File: config.mk
export PLATFORM = sky130hd
export DESIGN_NAME = demux_1_8_buf
export DESIGN_NICKNAME = d
export VERILOG_FILES = /design/src/rtl/demux_1_8_buf_pkg.sv /design/src/rtl/demux_1_8_buf_dec_3_8.sv /design/src/rtl/demux_1_8_buf.sv
export SDC_FILE = /design/constraint.sdc
export NUM_CORES = 1
export LEC_CHECK = 0
export CAP_MARGIN = 20
export CORE_AREA = 8 8 150 152
export DETAILED_ROUTE_END_ITERATION = 6
export DIE_AREA = 0 0 158 160
export PLACE_DENSITY_LB_ADDON = 0.2
export REMOVE_ABC_BUFFERS = 1
export SETUP_SLACK_MARGIN = 0.2
export SYNTH_ARGS = -nofsm -noshare
export SYNTH_HDL_FRONTEND = slang
export SYNTH_HIERARCHICAL = 1
export SYNTH_SLANG_ARGS = --single-unit
File: constraint.sdc
create_clock -name in_clk -period 3.59 [get_ports in_clk]
set_input_delay 0.718 -clock in_clk [delete_from_list [all_inputs] [get_ports in_clk]]
set_output_delay 0.718 -clock in_clk [all_outputs]
set_load 0.1 [all_outputs]
File: src/rtl/demux_1_8_buf_pkg.sv
`default_nettype none
// ----------------------------------------------------------------------------
// Module      : demux_1_8_buf_pkg
// Description : Shared core constants and helpers for the 1:8 buffered demux.
// Revision    : 1.0  initial release
// ----------------------------------------------------------------------------
package demux_1_8_buf_pkg;

    localparam int c_CORE_DATA_WIDTH = 64;
    localparam int c_NUM_DEST        = 8;

    typedef logic [2:0] dest_sel_t;

    function automatic logic [c_NUM_DEST-1:0] sel_to_onehot(input dest_sel_t sel);
        logic [c_NUM_DEST-1:0] v;
        v = '0;
        v[sel] = 1'b1;
        return v;
    endfunction

endpackage

`default_nettype wire

File: src/rtl/demux_1_8_buf_dec_3_8.sv
`default_nettype none
// ----------------------------------------------------------------------------
// Module      : dec_3_8
// Description : Combinational 3-to-8 one-hot decoder with enable.
// Revision    : 1.0  initial release
// ----------------------------------------------------------------------------
module dec_3_8
    import demux_1_8_buf_pkg::*;
(
    input  logic       i_en,
    input  dest_sel_t  i_sel,
    output logic [7:0] o_onehot
);

    always_comb begin
        o_onehot = 8'h00;
        if (i_en) begin
            o_onehot = sel_to_onehot(i_sel);
        end
    end

endmodule

`default_nettype wire

File: src/rtl/demux_1_8_buf.sv
`default_nettype none
// ----------------------------------------------------------------------------
// Module      : demux_1_8_buf
// Description : 1-to-8 demultiplexer with valid/ready handshake and a
//               two-entry (head + skid) buffer for full-rate streaming.
// Revision    : 1.0  initial release
// ----------------------------------------------------------------------------
module demux_1_8_buf
    import demux_1_8_buf_pkg::*;
#(
    parameter int DATA_WIDTH = c_CORE_DATA_WIDTH
) (
    input  logic                  in_clk,
    input  logic                  in_rst,
    input  logic                  in_valid,
    input  logic [DATA_WIDTH-1:0] in_data,
    input  logic [2:0]            in_sel,
    output logic                  out_ready,
    output logic [DATA_WIDTH-1:0] out_data,
    output logic [7:0]            out_valid,
    input  logic [7:0]            in_ready,
    output logic [1:0]            out_count
);

    localparam logic [1:0] c_ST_EMPTY = 2'd0;
    localparam logic [1:0] c_ST_ONE   = 2'd1;
    localparam logic [1:0] c_ST_TWO   = 2'd2;

    logic [1:0]            r_state;
    logic [DATA_WIDTH-1:0] r_head_data;
    dest_sel_t             r_head_sel;
    logic [DATA_WIDTH-1:0] r_skid_data;
    dest_sel_t             r_skid_sel;

    logic w_accept;
    logic w_drain;
    logic w_head_valid;

    assign out_ready    = !in_rst && (r_state != c_ST_TWO);
    assign w_accept     = in_valid & out_ready;
    assign w_head_valid = (r_state != c_ST_EMPTY);
    // Only the selected consumer's ready bit can be set in this AND.
    assign w_drain      = |(out_valid & in_ready);

    dec_3_8 u_dec (
        .i_en     (w_head_valid),
        .i_sel    (r_head_sel),
        .o_onehot (out_valid)
    );

    assign out_data  = r_head_data;
    assign out_count = r_state;

    always_ff @(posedge in_clk) begin
        if (in_rst) begin
            r_state     <= c_ST_EMPTY;
            r_head_data <= '0;
            r_head_sel  <= '0;
            r_skid_data <= '0;
            r_skid_sel  <= '0;
        end else begin
            case (r_state)
                c_ST_EMPTY: begin
                    if (w_accept) begin
                        r_head_data <= in_data;
                        r_head_sel  <= in_sel;
                        r_state     <= c_ST_ONE;
                    end
                end
                c_ST_ONE: begin
                    if (w_accept && w_drain) begin
                        r_head_data <= in_data;
                        r_head_sel  <= in_sel;
                    end else if (w_accept) begin
                        r_skid_data <= in_data;
                        r_skid_sel  <= in_sel;
                        r_state     <= c_ST_TWO;
                    end else if (w_drain) begin
                        r_state     <= c_ST_EMPTY;
                    end
                end
                c_ST_TWO: begin
                    if (w_drain) begin
                        r_head_data <= r_skid_data;
                        r_head_sel  <= r_skid_sel;
                        r_state     <= c_ST_ONE;
                    end
                end
                default: begin
                    r_state <= c_ST_EMPTY;
                end
            endcase
        end
    end

endmodule

`default_nettype wire

==> flow_summary.yaml <==
critical_path:
  slowest_delay_ps: 770
  arrival_ps: 3210
  r2r-start: "out_count[0]"
  worst_r2r_path_depth: 7
  cp-startpoint: "out_count[0]"
  endpoint: "out_data[15]"
  cp_max_fo: 28
  critical_path_class: "reg -> reg"
  start_kind: "flop"
  required_ps: 3870
  r2r_slack_ps: 660
  r2r-end: "out_data[15]"
  worst_path_max_delay_cell: "or4_2"
  cp_cell_sequence: "or2_2 -> and4bb_1 -> a22o_1 -> or4_2 -> o21ai_4 -> buf_4 -> a21oi_1"
  cp-end-kind: "flop"
power:
  power.density_nw_per_um2: 547
  p_comb_frac: 0.252
  p_leak_nw: 3.09
  switching_power_mw: 1.53
  p_clk_frac: 0.388
  p_int_mw: 3.07
  power.share.sequential: 0.359
  fin_total_pwr_mw: 4.60
  peakVddDrop_mv: 0.297
  switching_share: 0.334
global_routing:
  gr-total-overflow: 0
  grt_pass1_vias: 5837
  grt_usage: 0.155
  antenna_found_initial: 0
  grt_pass1_wl_um: 32000
  grt_max_degree: 94
clocking:
  cts_resized: 0
  htreeDepth: 4
  cts-root-buf: "clkbuf_16"
  ctsHoldBuffers: 0
  cts.reportedPaths.clkPinSlew_ps: 60
  post_cts_buffers: 0
  cts_tree: "yes"
  cts_inserted_buffers: 17
  clk_latency_ps: 410
  clk_path_buf_depth: 2
  clock_sinks: 136
yosys:
  yosys-top-cells-area: "dfxtp_1 (45%), a21oi_1 (16%), o221ai_1 (9.6%), nand3_1 (5.6%), o21ai_0 (5.6%)"
  ys.flop_type: "dfxtp_1"
  ys_warn_count: 6
  synth_cell_types: 31
  synth_edf_count: 0
  ys_seq_area_frac: 0.445
  synth_top_cell_area_share: 0.445
  synth_top_cell_by_area: "dfxtp_1"
  synth_async_sr_flop_share: 0
  ys_ff_latch: 136
  syn_area_per_cell_um2: 7.81
  synthCells: 783
  synth_area_um2: 6120
placement:
  hpwl_um: 11600
  dpl_cell_area_um2: 7820
  pre_cts_slack_ps: 564
  dp.cells: 1139
  numPortBuffers: 152
  gp_congestion: 0.693
layout:
  design_area_um2: 8420
  area_growth_pct: 37.6
  stdcell_count: 1170
  nFillCells: 2091
  diodes: 0
  drive_above_1_share: 0.0778
  num-nets-final: 966
detailed_routing:
  first_iter_violations: 427
  wl_per_cell_um: 16.9
  via_per_inst: 5.15
  dr.pass1.iters: 4
  detail-route-antenna-nets: 0
  drt_wl_total_um: 19800
  drc_errors: 0
  vias: 6030
timing:
  tightest_slew_ps: 1040
  setup_viol: 0
  final_hold_viol_count: 0
  fmax_mhz: 341
  period_needed_ps: 2930
  relSlewSlack: 0.306
  rsz0062_at_grt: "false"
  skew_ps: 9.64
  min_period_over_period: 0.816
  drv_slew: 0
  fin_ws_ps: 660
floorplanning:
  boundaryPins: 153
  core_area_um2: 20000
  die_h_um: 160
  die_w_um: 158
  rows: 52
  dieArea_um2: 25300
  initial_utilization: 0.305
worst_hold_path:
  hp-class: "reg -> reg"
  holdCritStartpoint: "r_skid_data[0]"
status:
  status: "complete, no violations"
run:
  cap_violations: 0
## flip-flops by register name (all words and copies together), names as in the netlist
register	cells
r_skid_data	64
out_count	2
r_skid_sel	3
r_head_sel	3
out_data	64
## logic make-up (layout without fill, tap and decap cells)
| family | count (synthesis) | count (layout) | synth area share |
|---|---|---|---|
| AO/OA/AOI/OAI | 345 | 345 | 0.332 |
| buffers and inverters | 148 | 265 | 0.0984 |
| flip-flops | 136 | 136 | 0.445 |
| AND/OR/NAND/NOR | 154 | 154 | 0.125 |
## layer usage
metal	vias up	wire, um	track usage
met5	-	0	0
met4	0	155	0.0326
met3	11	1260	0.0426
met2	169	8840	0.239
met1	2824	9540	0.212
li1	3026	-	-
## cells in the final DEF, fill, tap and decap left out, drive strengths merged, types with 2 or more instances in the layout
master,instances
a21oi,201
clkdlybuf4s50,140
dfxtp,136
nor2,69
o21ai,69
inv,68
nand3,68
o221ai,67
buf,26
clkbuf,23
a22o,4
clkinv,3
bufinv,3
and4bb,3
and4b,3
o41ai,2
nor4b,2
clkinvlp,2
## power groups by stage
stage / Clock, mW / Combinational, mW / Sequential [mW]
finish: 1.79 / 1.16 / 1.65
global placement: 0 / 1.16 / 1.68
CTS: 1.84 / 1.17 / 1.65
global route: 1.91 / 1.23 / 1.67
detailed placement: 0 / 1.17 / 1.69
floorplan: 0 / 0.297 / 2.16
## synthesized netlist by cell type (2+ instances only)
cell type  count
and4b_2        2
o21ai_0       68
nand3_1       68
o41ai_2        2
dfxtp_1      136
inv_1         68
a22o_1         4
clkbuf_1      61
buf_2         13
and4bb_1       2
buf_1          2
o221ai_1      67
a21oi_1      201
buf_6          4
nor2_1        69
## layout make-up
type	count	area [um^2]	share of cell area
clock buffer	23	478	0.0568
clock inverter	8	120	0.0143
inverter	68	255	0.0303
multi-input combinational	499	2840	0.338
sequential	136	2720	0.324
tap	270	338	0.0401
timing repair buffer	166	1660	0.197
## worst max-delay path, delay by kind of cell, from the launching register on
family / cells / cell delay [ps]
AOI/OAI and AO/OA: 3 / 660
buffers and inverters: 1 / 340
DFF: 1 / 390
and+or+nand+nor: 3 / 1360
## worst min-delay path by stage
stage	slack, ps	depth (start not counted)	end
CTS	480	2	r_skid_data[43]
global route	490	2	r_skid_data[47]
detailed placement	470	2	r_skid_data[8]
floorplan	450	2	r_skid_data[0]
global placement	460	2	r_skid_data[61]
finish	470	2	r_skid_data[0]
## stage by stage
stage	utilization	setup TNS [ps]	hold WS, ps
floorplan	-	-329960	448
global placement	0.390	0	463
detailed placement	0.390	0	468
CTS	0.420	0	477
global route	0.420	0	491
finish	0.420	0	473
Note: power is estimated with default switching activity, not from simulation.
==> RTL change 1, RTL diff (same flow settings) <==
The package constant `c_CORE_DATA_WIDTH` goes from 64 to 96.
--- a/src/rtl/demux_1_8_buf_pkg.sv
+++ b/src/rtl/demux_1_8_buf_pkg.sv
@@ -6,7 +6,7 @@
 // ----------------------------------------------------------------------------
 package demux_1_8_buf_pkg;
 
-    localparam int c_CORE_DATA_WIDTH = 64;
+    localparam int c_CORE_DATA_WIDTH = 96;
     localparam int c_NUM_DEST        = 8;
 
     typedef logic [2:0] dest_sel_t;
Ports: changed (resized in_data and out_data); port bits go from 153 to 217. The function was not compared with the original's and may differ.
==> RTL change 1 against the unedited design <==
- sequential cell count grew 64
- wire length up 28%
- critical endpoint is now out_data[26]
- cell area grew 41%
- largest cell class unchanged
- maximum frequency shrank 5.7%
- synthesized area rose by 45%
- clock skew grew 0.0027 ns
- combinational power increased by 38%
- synthesized cell count is 30% higher
- total power increased by 32%
- first-iteration DRC count is 13% higher
- worst setup slack worse by 0.18 ns
- core utilization is 17 points higher
==> RTL change 1: results (changes against the unedited design) <==
Outcome
  • Outcome: complete, no violations

Power and ir drop
  • Lkg Pwr: 5.155 nW (+67%)
  • Maximum vdd drop: 314.7 uV (+5.9%)

Hold path
  • Min-delay src: r_skid_data[2]
  • Hold Path Depth: 2 (unchanged)

Synthesis
  • Post-synthesis sequential area ratio: 45.06% (+0.54 points)
  • Synth cell types: 32 (+3.2%)
  • Cells after synthesis: 1015 (+30%)
  • Mux share of post-synthesis cell area: 11.15% (+11 points)
  • Most instantiated cells after synthesis: dfxtp_1, a21oi_1, nand2b_1, nor2_1
  • Main area contributors after synthesis: dfxtp_1, a21oi_1, mux2i_1
  • Compound-Gate Fraction of Synth Area: 22.09% (-11 points)

GRT
  • GRT Total Usage: 19.53% (+4.0 points)
  • Initial antenna violation count: 0 (unchanged)
  • First-pass GRT wire length: 40450 um (+27%)
  • Vias in the first global route: 7748 (+33%)
  • Largest net degree at the start of global routing: 205 (+120%)

Timing
  • Worst-Margin Slew: 1.058 ns (+0.01995 ns)
  • Worst Skew: 0.01237 ns (+0.002736 ns)
  • Final WS setup: 0.4829 ns (-0.1773 ns)

Clocking
  • Clk_lat worst skew: 0.42 ns

Critical path
  • Slowest CP cell: o41ai_4
  • Family with the most delay on the worst path: compound AO/OA/AOI/OAI gates
  • Max stage delay on crit path: 0.98 ns (+0.21 ns)
  • CP arrival: 3.46 ns (+0.25 ns)
  • Max FO, Critical Path: 53 (+89%)

Final layout
  • Fillers: 1819 (-13%)
  • Nets: 1284 (+33%)
  • Final Non-Filler Cells: 1457 (+25%)
  • Layout cells sized above 1: 5.729% (-2.0 points)

Placed design
  • Pre-CTS setup slack: 0.3954 ns (-0.1684 ns)
  • HPWL after DPL: 15420 um (+33%)
  • I/O Buffers: 216 (+42%)
  • DP Cell Count: 1425 (+25%)
  • Final GP Congestion: 0.7140 (+3.1%)

Detailed routing
  • DR iter-0 viols: 482 (+13%)
  • Vias: 7770 (+29%)
  • Routed len/inst: 17.44 um (+3.0%)
  • Pre-antenna DRT Iters: 5 (+1)
RTL change 1: changes by cell type in the layout (fill, tap and decap cells not counted), sizes merged, moves of 2 or more:
cell,change
nand3,-66
nor2,+31
buf,-3
dfxtp,+64
inv,+36
a21oi,-2
clkdlybuf4s50,+65
o21ai,-69
o221ai,+32
mux2i,+99
nand2b,+104
clkbuf,-4
RTL change 1: power by group:
part           internal (mW)  switching (mW)  total (mW)  leakage (nW)
Combinational          0.484            1.12        1.60          3.22
Clock                   1.09           0.904        1.99         0.296
Sequential              2.38          0.0968        2.47          1.63
Total                   3.95            2.12        6.07          5.15
RTL change 1: through the flow:
| step | setup TNS [ns] | util (%) | hold slack, ns | area, um^2 |
|---|---|---|---|---|
| 3_3_place_gp | 0 | 56.06 | 0.4617 | 11230 |
| 6_report | 0 | 59.13 | 0.4801 | 11850 |
| 3_5_place_dp | 0 | 56.06 | 0.4677 | 11230 |
| 4_1_cts | 0 | 59.13 | 0.4812 | 11850 |
| 5_1_grt | 0 | 59.13 | 0.4908 | 11850 |
| 2_1_floorplan | -1024.38 | - | 0.4481 | 8526 |
RTL change 1: worst paths after layout:
kind | endpoint
hold / removal | r_skid_data[2]
setup / recovery | out_data[26]
hold reg to reg | r_skid_data[2]
setup reg to reg | out_data[26]
RTL change 1: final cells by class:
class                           count  area share [%]
Inverter                           99           3.136
Tap cell                          270           2.851
Timing Repair Buffer              228           19.73
Multi-Input combinational cell    628           35.31
Sequential cell                   200           33.79
Clock buffer                       19           3.823
Clock inverter                     13           1.362
RTL change 1: layer usage:
metal  wire, um  GRT usage [%]
met5          0              0
met4        129          4.374
met3       1600          4.399
met2      12030          32.58
met1      11650          25.14
==> RTL change 2, RTL diff (same settings) <==
Without the edit above. Reset style: asynchronous (`in_rst`), changed in one clocked block.
--- a/src/rtl/demux_1_8_buf.sv
+++ b/src/rtl/demux_1_8_buf.sv
@@ -51,7 +51,7 @@
     assign out_data  = r_head_data;
     assign out_count = r_state;
 
-    always_ff @(posedge in_clk) begin
+    always_ff @(posedge in_clk or posedge in_rst) begin
         if (in_rst) begin
             r_state     <= c_ST_EMPTY;
             r_head_data <= '0;
Function: differs if in_rst is asserted again (counterexample within 4 cycles, from zero or initial values and one cycle with in_rst high); with in_rst held inactive, the same outputs for 4 cycles.
==> RTL change 2 against the unedited design <==
- cell area is 1.9% higher
- sequential cell count stayed put
- synthesized area is 0.18% higher
- worst setup slack worse by 0.21 ns
- wire length is 16% lower
- via count is 28% lower
- highest routed layer unchanged
Power is left out: the tool's default activity adds up to more than one toggle a clock period on the data nets, which glitch-free logic cannot reach.
==> RTL change 2: results (changes against the unedited design) <==
Final layout
  • Clock buf/inv share: 7.963% (+0.86 points)
  • Diodes inserted: 0 (unchanged)
  • Layout cells sized above 1: 19.94% (+12 points)
  • Nets: 692 (-28%)
  • Multi-input logic area: 2545 um^2 (-10%)
  • Clkbuf count: 18 (-22%)
  • Fin util: 42.81% (+0.82 points)
  • Signal inverters: 1 (-99%)
  • Fillers: 1900 (-9.1%)
  • Nonclk buf count: 162 (-2.4%)
  • Seq/total area: 39.67% (+7.3 points)
  • NonClk Buf Share: 18.67% (-1.0 points)
  • Final Non-Filler Cells: 897 (-23%)
  • Multi-input logic cell count: 296 (-41%)

Clocking
  • Clk slew on worst S/H paths: 0.06 ns (about the same)
  • CTS HTree Levels: 4 (unchanged)
  • Total setup buffers inserted after CTS: 0 (unchanged)
  • Clk_lat worst skew: 0.41 ns (about the same)

Hold path
  • Min-delay src: r_skid_data[26]
  • Hold worst-path end: r_skid_data[26]
  • Hold Path Depth: 1 (-1)
  • Hold Crit Class: register to register

Synthesis
  • Ys flop type: dfrtp_1
  • Post-synthesis sequential area ratio: 55.54% (+11 points)
  • Main area contributors after synthesis: dfrtp_1, mux2i_1, a22oi_1
  • Avg Cell Area, Syn: 13.04 um^2 (+67%)
  • Most instantiated cells after synthesis: dfrtp_1, nor2_1, mux2i_1, a22oi_1, mux2_2
  • Synth cell types: 30 (-3.2%)
  • Synth warn: 6 (unchanged)
  • Ys async rst share: 100.0% (+100 points)

Placed design
  • Dpl cell area: 7896 um^2 (+1.0%)
  • DP Cell Count: 865 (-24%)
  • Pre-CTS setup slack: 0.4295 ns (-0.1343 ns)
  • Final GP Congestion: 0.7978 (+15%)
  • HPWL after DPL: 10630 um (-8.0%)

GRT
  • Vias in the first global route: 4609 (-21%)
  • Met1 GRT Util: 17.54% (-3.7 points)
  • Routing usage on met2: 20.38% (-3.5 points)
  • Met3 GRT Util: 4.561% (+0.30 points)
  • GRT Total Usage: 13.22% (-2.3 points)
  • Largest net degree at the start of global routing: 76 (-19%)
  • First-pass GRT wire length: 26180 um (-18%)

Timing
  • Hold slack: 0.4901 ns (+0.01686 ns)
  • Worst Skew: 0.01120 ns (+0.001565 ns)
  • Max_slew headroom: 32.48% (+1.9 points)

Critical path
  • CP arrival: 3.40 ns (+0.19 ns)
  • Worst setup endpoint: out_data[34]
  • Max FO, Critical Path: 32 (+14%)
  • Crit path from: out_count[0]

Detailed routing
  • Routed length on met3: 1214 um (-3.7%)
  • Routed wl met2: 7549 um (-15%)
  • Vias: 4326 (-28%)
  • Met1 wire length: 7706 um (-19%)
  • DR iter-0 viols: 237 (-44%)
  • Routed len/inst: 18.49 um (+9.2%)

Floorplan
  • Die ar.: 25280 um^2 (unchanged)

Outcome
  • Outcome: complete, no violations
RTL change 2: changes by cell type in the layout (fill, tap and decap cells not counted), sizes merged, moves of 4 or more:
cell    delta
a21oi    -200
a22o       -4
a22oi     +71
clkbuf     -5
dfrtp    +136
dfxtp    -136
inv       -65
mux2      +67
mux2i     +67
nand3     -66
o21ai     -69
o221ai    -67
RTL change 2: kinds of logic (layout without fill, tap and decap cells):
family / after synthesis / after routing / synth area share, %
buffers and inverters: 38 / 195 / 3.471
flip-flops: 136 / 136 / 55.54
AND/OR/NAND/NOR: 90 / 90 / 7.208
multiplexers: 134 / 134 / 24.18
AO/OA/AOI/OAI: 72 / 72 / 9.598
RTL change 2: critical path: stages, from the launching register on:
cell and delay (ns):
dfrtp_1 0.48, or2_2 0.42, and4bb_1 0.25, a22oi_1 0.18, and4_1 0.39, or2_2 0.73
buf_4 0.41, a22oi_1 0.11
